`config.mk`:
```
export PLATFORM = sky130hd
export DESIGN_NAME = clock_sync_multi_flat
export DESIGN_NICKNAME = d
export VERILOG_FILES = /design/src/rtl/clock_sync_multi_if.sv /design/src/rtl/clock_sync_multi.sv /design/src/flat_wrapper.sv
export SDC_FILE = /design/constraint.sdc
export NUM_CORES = 1
export LEC_CHECK = 0
export CAP_MARGIN = 20
export CORE_AREA = 2 2 122 124
export CTS_CLUSTER_SIZE = 14
export DETAILED_ROUTE_END_ITERATION = 10
export DIE_AREA = 0 0 124 126
export GPL_ROUTABILITY_DRIVEN = 0
export PLACE_DENSITY = 0.64
export SETUP_SLACK_MARGIN = 0.4
export SLEW_MARGIN = 10
export SYNTH_ARGS = -nofsm -noshare
export SYNTH_HDL_FRONTEND = slang
export SYNTH_SLANG_ARGS = --single-unit
```
`constraint.sdc`:
```
create_clock -name SYSCLK -period 5 [get_ports SYSCLK]
set_clock_uncertainty 0.05 [all_clocks]
set_input_delay 1 -clock SYSCLK [delete_from_list [all_inputs] [get_ports SYSCLK]]
set_output_delay 1 -clock SYSCLK [all_outputs]
set_load 0.01 [all_outputs]
```
`src/rtl/clock_sync_multi_if.sv`:
```
// Bus-side signal bundle for clock_sync_multi: raw MCCLK/strobe inputs and the
// qualified edge, timing and strobe outputs seen by the bus-cycle state machine.
interface clock_sync_multi_if #(
    parameter int NUM_STROBES = 3,
    parameter int DW          = 6,
    parameter int CNT_W       = 5
);
    logic                   MCCLK;
    logic [NUM_STROBES-1:0] STROBE_N;
    logic [DW-1:0]          DELAY_SEL;
    logic                   MCCLK_RISING;
    logic                   MCCLK_FALLING;
    logic                   MCCLK_FALLING_EARLY;
    logic [CNT_W-1:0]       PHASE;
    logic [CNT_W-1:0]       PERIOD;
    logic                   LOCKED;
    logic [NUM_STROBES-1:0] STROBE_LATCH;

    modport master (
        output MCCLK, STROBE_N, DELAY_SEL,
        input  MCCLK_RISING, MCCLK_FALLING, MCCLK_FALLING_EARLY,
        input  PHASE, PERIOD, LOCKED, STROBE_LATCH
    );

    modport slave (
        input  MCCLK, STROBE_N, DELAY_SEL,
        output MCCLK_RISING, MCCLK_FALLING, MCCLK_FALLING_EARLY,
        output PHASE, PERIOD, LOCKED, STROBE_LATCH
    );
endinterface

```
`src/rtl/clock_sync_multi.sv`:
```
// MCCLK synchroniser with edge strobes, period measurement, lock and early-fall
// prediction, plus per-channel strobe qualification. Optional: CLKSYNC_GLITCH_FILTER_EN.
module clock_sync_multi #(
    parameter int SYNC_STAGES = 2,
    parameter int NUM_STROBES = 3,
    parameter int MAX_DELAY   = 32,
    parameter int DW          = 6,
    parameter int CNT_W       = 5,
    parameter int EARLY       = 2,
    parameter int LOCK_COUNT  = 4
) (
    input  logic              SYSCLK,
    input  logic              RESET_N,
    clock_sync_multi_if.slave bus
);
    localparam int WARM    = SYNC_STAGES + 1;
    localparam int WARM_W  = $clog2(WARM + 1);
    localparam int MATCH_W = $clog2(LOCK_COUNT + 1);
    localparam logic [CNT_W-1:0]   PHASE_MAX = '1;
    localparam logic [DW-1:0]      DMAX      = DW'(MAX_DELAY);
    localparam logic [MATCH_W-1:0] MATCH_MAX = MATCH_W'(LOCK_COUNT);

    // MCCLK path state
    logic [SYNC_STAGES-1:0] sync_q, sync_d;
    logic                   hist_q, hist_d;
    logic [WARM_W-1:0]      warm_q, warm_d;
    logic                   rise_q, rise_d;
    logic                   fall_q, fall_d;
    logic                   early_q, early_d;
    logic [CNT_W-1:0]       phase_q, phase_d;
    logic [CNT_W-1:0]       period_q, period_d;
    logic                   valid_q, valid_d;
    logic [MATCH_W-1:0]     match_q, match_d;
    logic                   locked_q, locked_d;

    logic                   warm_done;
    logic                   sat;
    logic                   close;
    logic [CNT_W:0]         new_w, old_w;

    // Strobe path state
    logic [MAX_DELAY-1:0]   dly_q [NUM_STROBES];
    logic [MAX_DELAY-1:0]   dly_d [NUM_STROBES];
    logic [NUM_STROBES-1:0] latch_q, latch_d;
    logic [NUM_STROBES-1:0] win_hi;
    logic [DW-1:0]          d_eff;

    always_comb begin
        // NOTE: every signal driven here gets a default first so no path leaves
        // a value unassigned and no latch is inferred.
        sync_d    = {sync_q[SYNC_STAGES-2:0], bus.MCCLK};
        hist_d    = sync_q[SYNC_STAGES-1];
        warm_done = (warm_q == WARM_W'(WARM));
        warm_d    = warm_done ? warm_q : warm_q + WARM_W'(1);
        rise_d    = warm_done &  sync_q[SYNC_STAGES-1] & ~hist_q;
        fall_d    = warm_done & ~sync_q[SYNC_STAGES-1] &  hist_q;

        phase_d   = phase_q;
        if (fall_d) begin
            phase_d = '0;
        end else if (phase_q != PHASE_MAX) begin
            phase_d = phase_q + CNT_W'(1);
        end
        sat = !fall_d && (phase_d == PHASE_MAX);

        period_d = period_q;
        valid_d  = valid_q;
        match_d  = match_q;
        if (fall_d) begin
            valid_d = 1'b1;
            // A saturated PHASE already dropped valid, so the wrap of PHASE+1 never lands here.
            period_d = valid_q ? phase_q + CNT_W'(1) : '0;
        end

        new_w = {1'b0, period_d};
        old_w = {1'b0, period_q};
        close = (new_w <= old_w + (CNT_W+1)'(1)) && (old_w <= new_w + (CNT_W+1)'(1));

        if (fall_d) begin
            if (period_d != '0 && close) begin
                match_d = (match_q == MATCH_MAX) ? match_q : match_q + MATCH_W'(1);
            end else begin
                match_d = '0;
            end
        end else if (sat) begin
            valid_d = 1'b0;
            match_d = '0;
        end

        locked_d = (match_d == MATCH_MAX);
        // Evaluated on next-state values so the pulse lines up with the PHASE it names.
        early_d  = locked_d && (period_d > CNT_W'(EARLY)) &&
                   (phase_d == period_d - CNT_W'(EARLY));
    end

    always_comb begin
        d_eff   = (bus.DELAY_SEL > DMAX) ? DMAX : bus.DELAY_SEL;
        win_hi  = '0;
        latch_d = '0;
        for (int i = 0; i < NUM_STROBES; i++) begin
            dly_d[i] = {dly_q[i][MAX_DELAY-2:0], bus.STROBE_N[i]};
            for (int j = 0; j < MAX_DELAY; j++) begin
`ifdef CLKSYNC_GLITCH_FILTER_EN
                if (DW'(j) < d_eff) begin
                    win_hi[i] = win_hi[i] | dly_q[i][j];
                end
`else
                if (DW'(j + 1) == d_eff) begin
                    win_hi[i] = dly_q[i][j];
                end
`endif
            end
            latch_d[i] = ~(bus.STROBE_N[i] | win_hi[i]);
        end
    end

    // NOTE: sequential state uses non-blocking assignments only, so every
    // register samples the pre-edge values computed above.
    always_ff @(negedge SYSCLK or negedge RESET_N) begin
        if (!RESET_N) begin
            sync_q   <= '0;
            hist_q   <= 1'b0;
            warm_q   <= '0;
            rise_q   <= 1'b0;
            fall_q   <= 1'b0;
            early_q  <= 1'b0;
            phase_q  <= '0;
            period_q <= '0;
            valid_q  <= 1'b0;
            match_q  <= '0;
            locked_q <= 1'b0;
            latch_q  <= '0;
            // NOTE: the delay lines are reset on purpose: filling them with idle
            // ones is what blocks qualification for d cycles after release.
            for (int i = 0; i < NUM_STROBES; i++) begin
                dly_q[i] <= '1;
            end
        end else begin
            sync_q   <= sync_d;
            hist_q   <= hist_d;
            warm_q   <= warm_d;
            rise_q   <= rise_d;
            fall_q   <= fall_d;
            early_q  <= early_d;
            phase_q  <= phase_d;
            period_q <= period_d;
            valid_q  <= valid_d;
            match_q  <= match_d;
            locked_q <= locked_d;
            latch_q  <= latch_d;
            for (int i = 0; i < NUM_STROBES; i++) begin
                dly_q[i] <= dly_d[i];
            end
        end
    end

    assign bus.MCCLK_RISING        = rise_q;
    assign bus.MCCLK_FALLING       = fall_q;
    assign bus.MCCLK_FALLING_EARLY = early_q;
    assign bus.PHASE               = phase_q;
    assign bus.PERIOD              = period_q;
    assign bus.LOCKED              = locked_q;
    assign bus.STROBE_LATCH        = latch_q;
endmodule

```
`src/flat_wrapper.sv`:
```
// flat-port wrapper written by rule: the top's interface ports become plain ports
module clock_sync_multi_flat 
#(
    parameter int SYNC_STAGES = 2,
    parameter int NUM_STROBES = 3,
    parameter int MAX_DELAY   = 32,
    parameter int DW          = 6,
    parameter int CNT_W       = 5,
    parameter int EARLY       = 2,
    parameter int LOCK_COUNT  = 4
)
  (SYSCLK, RESET_N, bus_MCCLK, bus_STROBE_N, bus_DELAY_SEL, bus_MCCLK_RISING, bus_MCCLK_FALLING, bus_MCCLK_FALLING_EARLY, bus_PHASE, bus_PERIOD, bus_LOCKED, bus_STROBE_LATCH);
  clock_sync_multi_if #(.NUM_STROBES(NUM_STROBES), .DW(DW), .CNT_W(CNT_W)) bus_i ();
  input  logic SYSCLK;
  input  logic RESET_N;
  input wire logic [$bits(bus_i.MCCLK)-1:0] bus_MCCLK;
  input wire logic [$bits(bus_i.STROBE_N)-1:0] bus_STROBE_N;
  input wire logic [$bits(bus_i.DELAY_SEL)-1:0] bus_DELAY_SEL;
  output wire logic [$bits(bus_i.MCCLK_RISING)-1:0] bus_MCCLK_RISING;
  output wire logic [$bits(bus_i.MCCLK_FALLING)-1:0] bus_MCCLK_FALLING;
  output wire logic [$bits(bus_i.MCCLK_FALLING_EARLY)-1:0] bus_MCCLK_FALLING_EARLY;
  output wire logic [$bits(bus_i.PHASE)-1:0] bus_PHASE;
  output wire logic [$bits(bus_i.PERIOD)-1:0] bus_PERIOD;
  output wire logic [$bits(bus_i.LOCKED)-1:0] bus_LOCKED;
  output wire logic [$bits(bus_i.STROBE_LATCH)-1:0] bus_STROBE_LATCH;
  assign bus_i.MCCLK = bus_MCCLK;
  assign bus_i.STROBE_N = bus_STROBE_N;
  assign bus_i.DELAY_SEL = bus_DELAY_SEL;
  assign bus_MCCLK_RISING = bus_i.MCCLK_RISING;
  assign bus_MCCLK_FALLING = bus_i.MCCLK_FALLING;
  assign bus_MCCLK_FALLING_EARLY = bus_i.MCCLK_FALLING_EARLY;
  assign bus_PHASE = bus_i.PHASE;
  assign bus_PERIOD = bus_i.PERIOD;
  assign bus_LOCKED = bus_i.LOCKED;
  assign bus_STROBE_LATCH = bus_i.STROBE_LATCH;
  clock_sync_multi #(.SYNC_STAGES(SYNC_STAGES), .NUM_STROBES(NUM_STROBES), .MAX_DELAY(MAX_DELAY), .DW(DW), .CNT_W(CNT_W), .EARLY(EARLY), .LOCK_COUNT(LOCK_COUNT)) u_core (.SYSCLK(SYSCLK), .RESET_N(RESET_N), .bus(bus_i));
endmodule
```
==> results.tsv, run 1 <==
metric	value	unit
status	completed	
cp_slowest_cell	or4b_4	
maxCapViolations	0	
insertion_delay	470	ps
hold_viol_final	0	
vias_per_cell	5.25	
p_leak	3.67	nW
cp_num_buf_inv	3	
htree_levels	4	
cts_sinks	122	
ant_nets	0	
boundaryPins	29	
max_stage_delay	530	ps
holdWs	268	ps
startpoint_type	input port	
placed_area	6640	sq um
rsz0062_at_grt	yes	
dieHeight	126	microns
num_antenna_cells	0	
core	14300	sq um
synth_nets	506	
synthAdderAreaFrac	4.65	%
final_util	55.3	%
synth-simple-area-share	13.0	%
synth_top_flop_cell	dfstp_2	
drive_above_1_share	44.1	%
dieWidth	124	microns
wire_per_inst	16.9	microns
avgSynthCellArea	11.9	sq um
vias	4627	
arrival	2530	ps
first_iter_violations	331	
crit_top_cell	buf_12	
grt_pass1_vias	4940	
power_density	441	nW/um^2
grt_use_total	20.5	%
clk_pin_slew	40	ps
synth_edf_count	0	
relSlewSlack	60.2	%
start_util	39.5	%
root_buffer	clkbuf_16	
pre_cts_slack	-688	ps
critPathRequiredTime	2680	ps
worst_slew_pin_slew	592	ps
cts_buffers	17	
fin_nets	718	
dr.pass1.iters	5	
drv_slew	0	
synth.area.mux_share	3.79	%
syn_area	5650	sq um
syn_inst	473	
final_area	7910	sq um
antenna_found_initial	0	
crit_fanout	12	
cts_tree	built	
synthArstFlopShare	100	%
power	3.49	mW
post-place-cells	725	
rows	44	
remaining_drc_errors	0	
ys_types	78	
totalWireLength	14900	microns
area_growth	40.0	%
yosysWarnings	0	
crit_path_cell_trace	buf_8, buf_12, buf_12, or4b_4, a211oi_1, nor4_2, a21oi_2, a221oi_2	
holdBufCountCts	0	
grt_pass1_wl	24500	microns
die_area	15600	sq um
port_buffers	28	
yosysTopAreaCell	dfstp_2	
finalSetupTns	0	ps
setup_slack	152	ps
ys_ff_latch	122	
layout_commonest_cell	inv_1	
fin_cells	882	
setup_violations	0	
path_delay_family	simple AND/OR/NAND/NOR gates	
endpoint_kind	register	
overflow	0	
synth-xor-area-share	2.79	%
synth.top_cells.by_area	dfstp_2 (45%), dfrtn_1 (12%), ha_1 (4.6%)	
dp_hpwl	9840	microns
final_cell_mix	inv_1 (112), dfstp_2 (96), buf_4 (78)	
cts.path.max_buffers	2	
grt_max_degree	41	
ir_worst_vdd	468	uV
critPathKind	in2reg	
synth_compound_gate_area_share	16.1	%
yosysSeqAreaShare	56.1	%
synth_top_family_by_area	compound AO/OA/AOI/OAI gates	
netlist.area_leader.share	44.6	%
worstHoldPathType	reg2reg	
[path summary, 6_finish.rpt]
kind / start / to / slack (ps) / cells after the start
worst min register to register: u_core.sync_q[0] / u_core.sync_q[1] / 270 / 0
worst max register to register: u_core.warm_q[0] / u_core.match_q[0] / 1400 / 17
worst max-delay path: bus_DELAY_SEL[5] / u_core.bus.STROBE_LATCH[2] / 150 / 8
min in group asynchronous: RESET_N / u_core.warm_q[0] / 2820 / 1
max in group asynchronous: RESET_N / u_core.dly_d[74] / 1310 / 2
worst min-delay path: u_core.sync_q[0] / u_core.sync_q[1] / 270 / 0
[area by class of cell]
cell class                      count  area, sq um
Tap cell                          184          230
Multi-Input combinational cell    308         2440
Timing Repair Buffer              120         1050
Clock inverter                    111          508
Inverter                           20         83.8
Sequential cell                   122         3170
Clock buffer                       17          425
Fill cell                        1189         6400
[synthesized netlist by cell type (9+ instances only)]
cell type,n
nand3_1,12
buf_2,13
ha_1,21
nor2b_1,9
dfstp_2,96
nor3_1,10
mux2i_1,9
nand2_1,26
nor2_1,33
o21ai_0,21
inv_1,18
a21oi_1,18
dfrtn_1,26
xnor2_1,10
[sequential cells by signal, summed over array words and instances, names as in the netlist]
name,count
u_core.dly_d,93
u_core.bus.PERIOD,5
u_core.bus.PHASE,5
u_core.bus.STROBE_LATCH,3
u_core.dly_q,3
u_core.match_q,3
u_core.sync_q,2
u_core.warm_q,2
u_core.bus.LOCKED,1
u_core.bus.MCCLK_FALLING,1
u_core.bus.MCCLK_FALLING_EARLY,1
u_core.bus.MCCLK_RISING,1
u_core.hist_q,1
u_core.valid_q,1
[metal layers]
metal | track usage, % | wire length (microns) | up-vias | part of all wire, %
met1 | 26.8 | 6860 | 2307 | 46
met3 | 8.42 | 873 | 22 | 5.8
li1 | - | - | 2162 | -
met4 | 7.93 | 192 | 0 | 1.3
met2 | 30.3 | 7010 | 136 | 47
met5 | 0 | 0 | - | 0
[what timing repair did]
item	4_1_cts	5_1_grt
endpoints found under the setup margin	20	11
gates cloned	2	0
resized for setup	94	29
buffers inserted	16	12
pin swaps	14	24
[cells by family (layout without fill, tap and decap cells)]
| family | count (synthesis) | in the layout |
|---|---|---|
| AO/OA/AOI/OAI | 123 | 123 |
| XOR/XNOR | 18 | 18 |
| adder cells (fa/ha/maj) | 21 | 21 |
| buffers and inverters | 43 | 268 |
| flip-flops | 122 | 122 |
| multiplexers | 18 | 18 |
| AND/OR/NAND/NOR | 128 | 128 |
[where the power goes]
part,switching (mW),total [mW],internal [mW],leakage [nW]
logic,0.447,0.817,0.370,1.54
registers,0.0534,1.16,1.10,1.33
clock network,0.713,1.51,0.801,0.793
[worst register-to-register path, delay by kind of cell, from the launching register on]
family,cells,cell delay [ps]
adder cells (fa/ha/maj),3,830
XOR/XNOR,1,150
flip-flops,1,440
AO/OA/AOI/OAI,7,1240
AND/OR/NAND/NOR,4,470
buffers and inverters,2,280
Power figures use the tool's default switching activity.
==> run 2, diff against run 1 <==
PLACE_DENSITY = unset   (was 0.64)
==> run 2 against run 1 <==
Non-clock buffer count decreased by 2; worst hold slack got worse by 2.5 ps; register-to-register slack got worse by 100 ps; wire length is 1.4% higher; final area fell by 0.14%; first-iteration DRC count is 11% lower; sequential share of layout area increased by 0.057 points.
==> results.tsv, run 2 (synthesis gave the netlist of run 1 again) <==
metric	value	unit	change
startpoint	bus_DELAY_SEL[1]		
placed_area	6600	sq um	-0.57%
endpoint_kind	register		
fin_nets	716		-0.28%
clk_pin_slew	40	ps	about the same
power_density	432	nW/um^2	-2.0%
layout_commonest_cell	inv_1		
remaining_drc_errors	0		unchanged
rsz0062_at_grt	yes		
arrival	2580	ps	+50 ps
start_util	39.5	%	unchanged
maxCapViolations	0		unchanged
r2r-start	u_core.warm_q[0]		
dr.pass1.iters	5		unchanged
dieHeight	126	microns	unchanged
status	completed		
cts_sinks	122		unchanged
largest_register_ffs	93		unchanged
area_growth	39.8	%	
totalWireLength	15200	microns	+1.4%
finalSetupTns	0	ps	unchanged
crit_fanout	15		+3
antenna_found_initial	0		unchanged
holdBufCountCts	0		unchanged
grt_pass1_wl	24800	microns	+1.3%
final_area	7900	sq um	-0.14%
final_cell_mix	inv_1 (113), dfstp_2 (96), buf_4 (78)		
wire_per_inst	17.2	microns	+1.7%
critPathKind	in2reg		
overflow	0		unchanged
vias_per_cell	5.31		+1.2%
cts.path.max_buffers	2		unchanged
worst_slew_pin_slew	642	ps	+50.4 ps
worstHoldPathType	reg2reg		
p_leak	3.64	nW	-0.75%
cts_buffers	17		unchanged
critPathRequiredTime	2680	ps	about the same
ir_worst_vdd	281	uV	-40%
vias	4671		+0.95%
dieWidth	124	microns	unchanged
insertion_delay	450	ps	-20 ps
drv_slew	0		unchanged
setup_violations	0		unchanged
ant_nets	0		unchanged
min_from	u_core.sync_q[0]		
grt_max_degree	60		+46%
die_area	15600	sq um	unchanged
root_buffer	clkbuf_16		
core	14300	sq um	unchanged
num_antenna_cells	0		unchanged
rows	44		unchanged
grt_pass1_vias	5092		+3.1%
dp_hpwl	9690	microns	-1.5%
drive_above_1_share	45.3	%	+1.1 points
hold_viol_final	0		unchanged
startpoint_type	input port		
boundaryPins	29		unchanged
first_iter_violations	295		-11%
grt_use_total	20.7	%	+0.22 points
cts_tree	built		
port_buffers	28		unchanged
relSlewSlack	56.8	%	-3.4 points
htree_levels	4		unchanged
==> run 2: cell count changes in the layout (fill, tap and decap cells not counted), moves of 3 or more <==
cell / change
clkdlybuf4s15_1: +3
clkinv_2: +3
inv_6: -3
buf_12: -5
buf_6: +3
inv_8: -3
==> run 2: timing repair <==
action	CTS	global route
resized for setup	107	32
buffers inserted	21	6
setup endpoints to repair	20	11
pin swaps	24	18
cloned	1	0
==> run 2: worst paths after layout <==
| path | to | slack (ps) | cells after the start |
|---|---|---|---|
| max | u_core.bus.STROBE_LATCH[2] | 110 | 10 |
| min | u_core.sync_q[1] | 270 | 0 |
| max reg2reg | u_core.match_q[0] | 1300 | 17 |
| min reg2reg | u_core.sync_q[1] | 270 | 0 |
| max in group asynchronous | u_core.dly_d[42] | 1350 | 2 |
| min in group asynchronous | u_core.warm_q[0] | 2840 | 1 |
==> run 2: layout make-up <==
| cell class | count | area [sq um] |
|---|---|---|
| Sequential cell | 122 | 3170 |
| Fill cell | 1214 | 6410 |
| Clock buffer | 18 | 429 |
| Clock inverter | 110 | 470 |
| Inverter | 20 | 87.6 |
| Multi-Input combinational cell | 308 | 2520 |
| Timing Repair Buffer | 118 | 990 |
| Tap cell | 184 | 230 |
==> run 2: per-stage QoR <==
stage	instances	setup slack [ps]	hold WS (ps)	power, mW	util [%]
6_report	880	107	266	3.41	55.2
3_3_place_gp	725	-642	257	2.03	46.1
5_1_grt	880	21.8	266	3.68	55.2
4_1_cts	874	65.9	273	3.46	54.6
2_1_floorplan	473	8.82	242	1.79	-
3_5_place_dp	725	-675	269	2.06	46.1
==> run 2: where the power goes <==
| part | internal, mW | leakage (nW) | switching (mW) |
|---|---|---|---|
| Combinational | 0.369 | 1.52 | 0.461 |
| Sequential | 1.10 | 1.33 | 0.0518 |
| Clock | 0.779 | 0.784 | 0.649 |
==> run 2: per-layer routing <==
metal	global-route usage [%]	part of all wire, %
met2	32.0	48
met4	10.0	2.8
met5	0	0
met3	7.52	5.3
met1	25.6	44
==> run 2: worst max-delay path, stage by stage <==
cell      delay [ps]
buf_4            160
buf_4            160
buf_4            250
nor2_1           120
o21ai_0          250
o21ai_1          150
a21oi_2          140
o21ai_2           90
a21oi_2          160
a221oi_2          70
==> run 3, diff against run 2 <==
SKIP_CTS_REPAIR_TIMING = 1   (was unset)
==> run 3 against run 2 <==
Utilization fell by 0.70 points; final area down 1.3%; flip-flop and latch count unchanged; die area stayed put; setup slack lost 96 ps; clock power about the same; sequential power about the same; first-iteration DRC count grew 8.1%; critical path depth decreased by 1; register-to-register slack about the same; clock-buffer cell count unchanged; critical path type unchanged; largest power group unchanged; highest routed layer unchanged.
==> results.tsv, run 3 (synthesis gave the netlist of run 1 again) <==
metric	value	unit	change
endpoint_kind	register		
dieWidth	124	microns	unchanged
switching_share	33.9	%	-0.14 points
final_cell_mix	inv_1 (114), dfstp_2 (96), buf_4 (73)		
grt_pass1_vias	4923		-3.3%
p_leak	3.71	nW	+1.9%
pwr-share-comb	24.0	%	-0.3 points
min_from	u_core.sync_q[0]		
grt_pass1_wl	23800	microns	-4.1%
cp_slowest_cell	or4b_4		
rsz0062_at_grt	yes		
crit_path_cell_trace	buf_8, buf_12, or4b_4, nor3_2, a21oi_1, a21bo_1, a21oi_2, o21a_1, o21ai_2		
worst_slew_pin_slew	652	ps	+9.18 ps
critPathRequiredTime	2670	ps	about the same
power	3.41	mW	about the same
grt_max_degree	60		unchanged
rows	44		unchanged
drive_above_1_share	41.9	%	-3.4 points
grt_use_total	19.8	%	-0.87 points
boundaryPins	29		unchanged
r2r-start	u_core.warm_q[0]		
layout_commonest_cell	inv_1		
setup_violations	0		unchanged
critPathKind	in2reg		
p_seq_share	34.1	%	+0.2 points
totalWireLength	15000	microns	-0.89%
first_iter_violations	319		+8.1%
core	14300	sq um	unchanged
finalSetupTns	0	ps	unchanged
dr.pass1.iters	5		unchanged
vias_per_cell	5.25		-1.1%
startpoint_type	input port		
cts_tree	built		
die_area	15600	sq um	unchanged
path_delay_family	simple AND/OR/NAND/NOR gates		
worstHoldPathType	reg2reg		
fin_nets	708		-1.1%
area_growth	38.1	%	
crit_fanout	6		-9
cts.path.max_buffers	2		unchanged
startpoint	bus_DELAY_SEL[5]		
start_util	39.5	%	unchanged
antenna_found_initial	0		unchanged
power_density	437	nW/um^2	+1.2%
drv_slew	0		unchanged
dieHeight	126	microns	unchanged
largest_register_ffs	93		unchanged
port_buffers	28		unchanged
num_antenna_cells	0		unchanged
status	completed		
ir_worst_vdd	281	uV	about the same
power.switching	1.16	mW	-0.51%
arrival	2660	ps	+80 ps
relSlewSlack	56.2	%	-0.62 points
htree_levels	4		unchanged
r2r_slack	1290	ps	about the same
holdWs	265	ps	-0.114 ps
post-place-cells	725		unchanged
remaining_drc_errors	0		unchanged
wire_per_inst	17.2	microns	about the same
ant_nets	0		unchanged
overflow	0		unchanged
cts_sinks	122		unchanged
hold_viol_final	0		unchanged
cp_num_buf_inv	2		-1
maxCapViolations	0		unchanged
max_stage_delay	560	ps	+310 ps
p_int	2.25	mW	+0.12%
cts_buffers	17		unchanged
clock_power_share	41.8	%	about the same
insertion_delay	450	ps	about the same
dp_hpwl	9690	microns	unchanged
vias	4576		-2.0%
root_buffer	clkbuf_16		
fin_cells	872		-0.91%
clk_pin_slew	40	ps	about the same
## run 3: cell count changes in the layout (fill, tap and decap cells not counted), sizes merged
cell / delta
buf: -20
dlymetal6s2s: +10
clkbuf: +6
clkdlybuf4s15: -4
clkinvlp: -1
inv: +1
## run 3: layer usage
layer	up-vias	GRT usage [%]	wire, microns
met4	0	8.39	341
met3	30	7.20	708
met1	2296	24.8	6610
li1	2126	-	-
met5	-	0	0
met2	124	30.9	7360
## run 3: layout make-up
class / instances / area, sq um
clock buffers: 18 / 429
fillers: 1240 / 6510
clock inverters: 110 / 470
multi-input cells: 308 / 2450
inverters: 20 / 83.8
repair buffers: 110 / 966
well taps: 184 / 230
flip-flops and latches: 122 / 3170
## run 3: per-stage QoR
step | util (%) | instance area [sq um] | worst slack, ps
floorplan | - | 5750 | 8.82
global placement | 46.1 | 6600 | -642
detailed placement | 46.1 | 6600 | -675
CTS | 52.4 | 7500 | -286
global route | 54.5 | 7800 | -39.9
finish | 54.5 | 7800 | 11.0
## run 3: path summary, 6_finish.rpt
kind / endpoint / cells after the start
worst max-delay path: u_core.bus.STROBE_LATCH[1] / 9
worst min-delay path: u_core.sync_q[1] / 0
worst max register to register: u_core.match_q[0] / 17
worst min register to register: u_core.sync_q[1] / 0
max in group asynchronous: u_core.dly_d[42] / 2
min in group asynchronous: u_core.warm_q[0] / 1
## run 3: worst reg2reg max path: stages, from the launching register on
cell and delay, ps:
dfrtn_1 430, ha_1 320, nand3b_4 240, inv_6 170, nor2_2 50, a21oi_2 200, inv_2 110, ha_1 240
nand3_1 110, xor2_1 170, ha_1 280, nand3_1 100, o22ai_1 100, a21oi_1 250, a21boi_2 130, o21ai_2 240
o21ai_0 160, a21o_1 230
## run 3: power groups by stage
stage / clock (mW) / sequential (mW) / combinational [mW]
floorplan: 0.117 / 1.18 / 0.492
global placement: 0.117 / 1.18 / 0.732
detailed placement: 0.117 / 1.18 / 0.770
CTS: 1.48 / 1.17 / 0.776
global route: 1.60 / 1.17 / 0.904
finish: 1.43 / 1.16 / 0.819
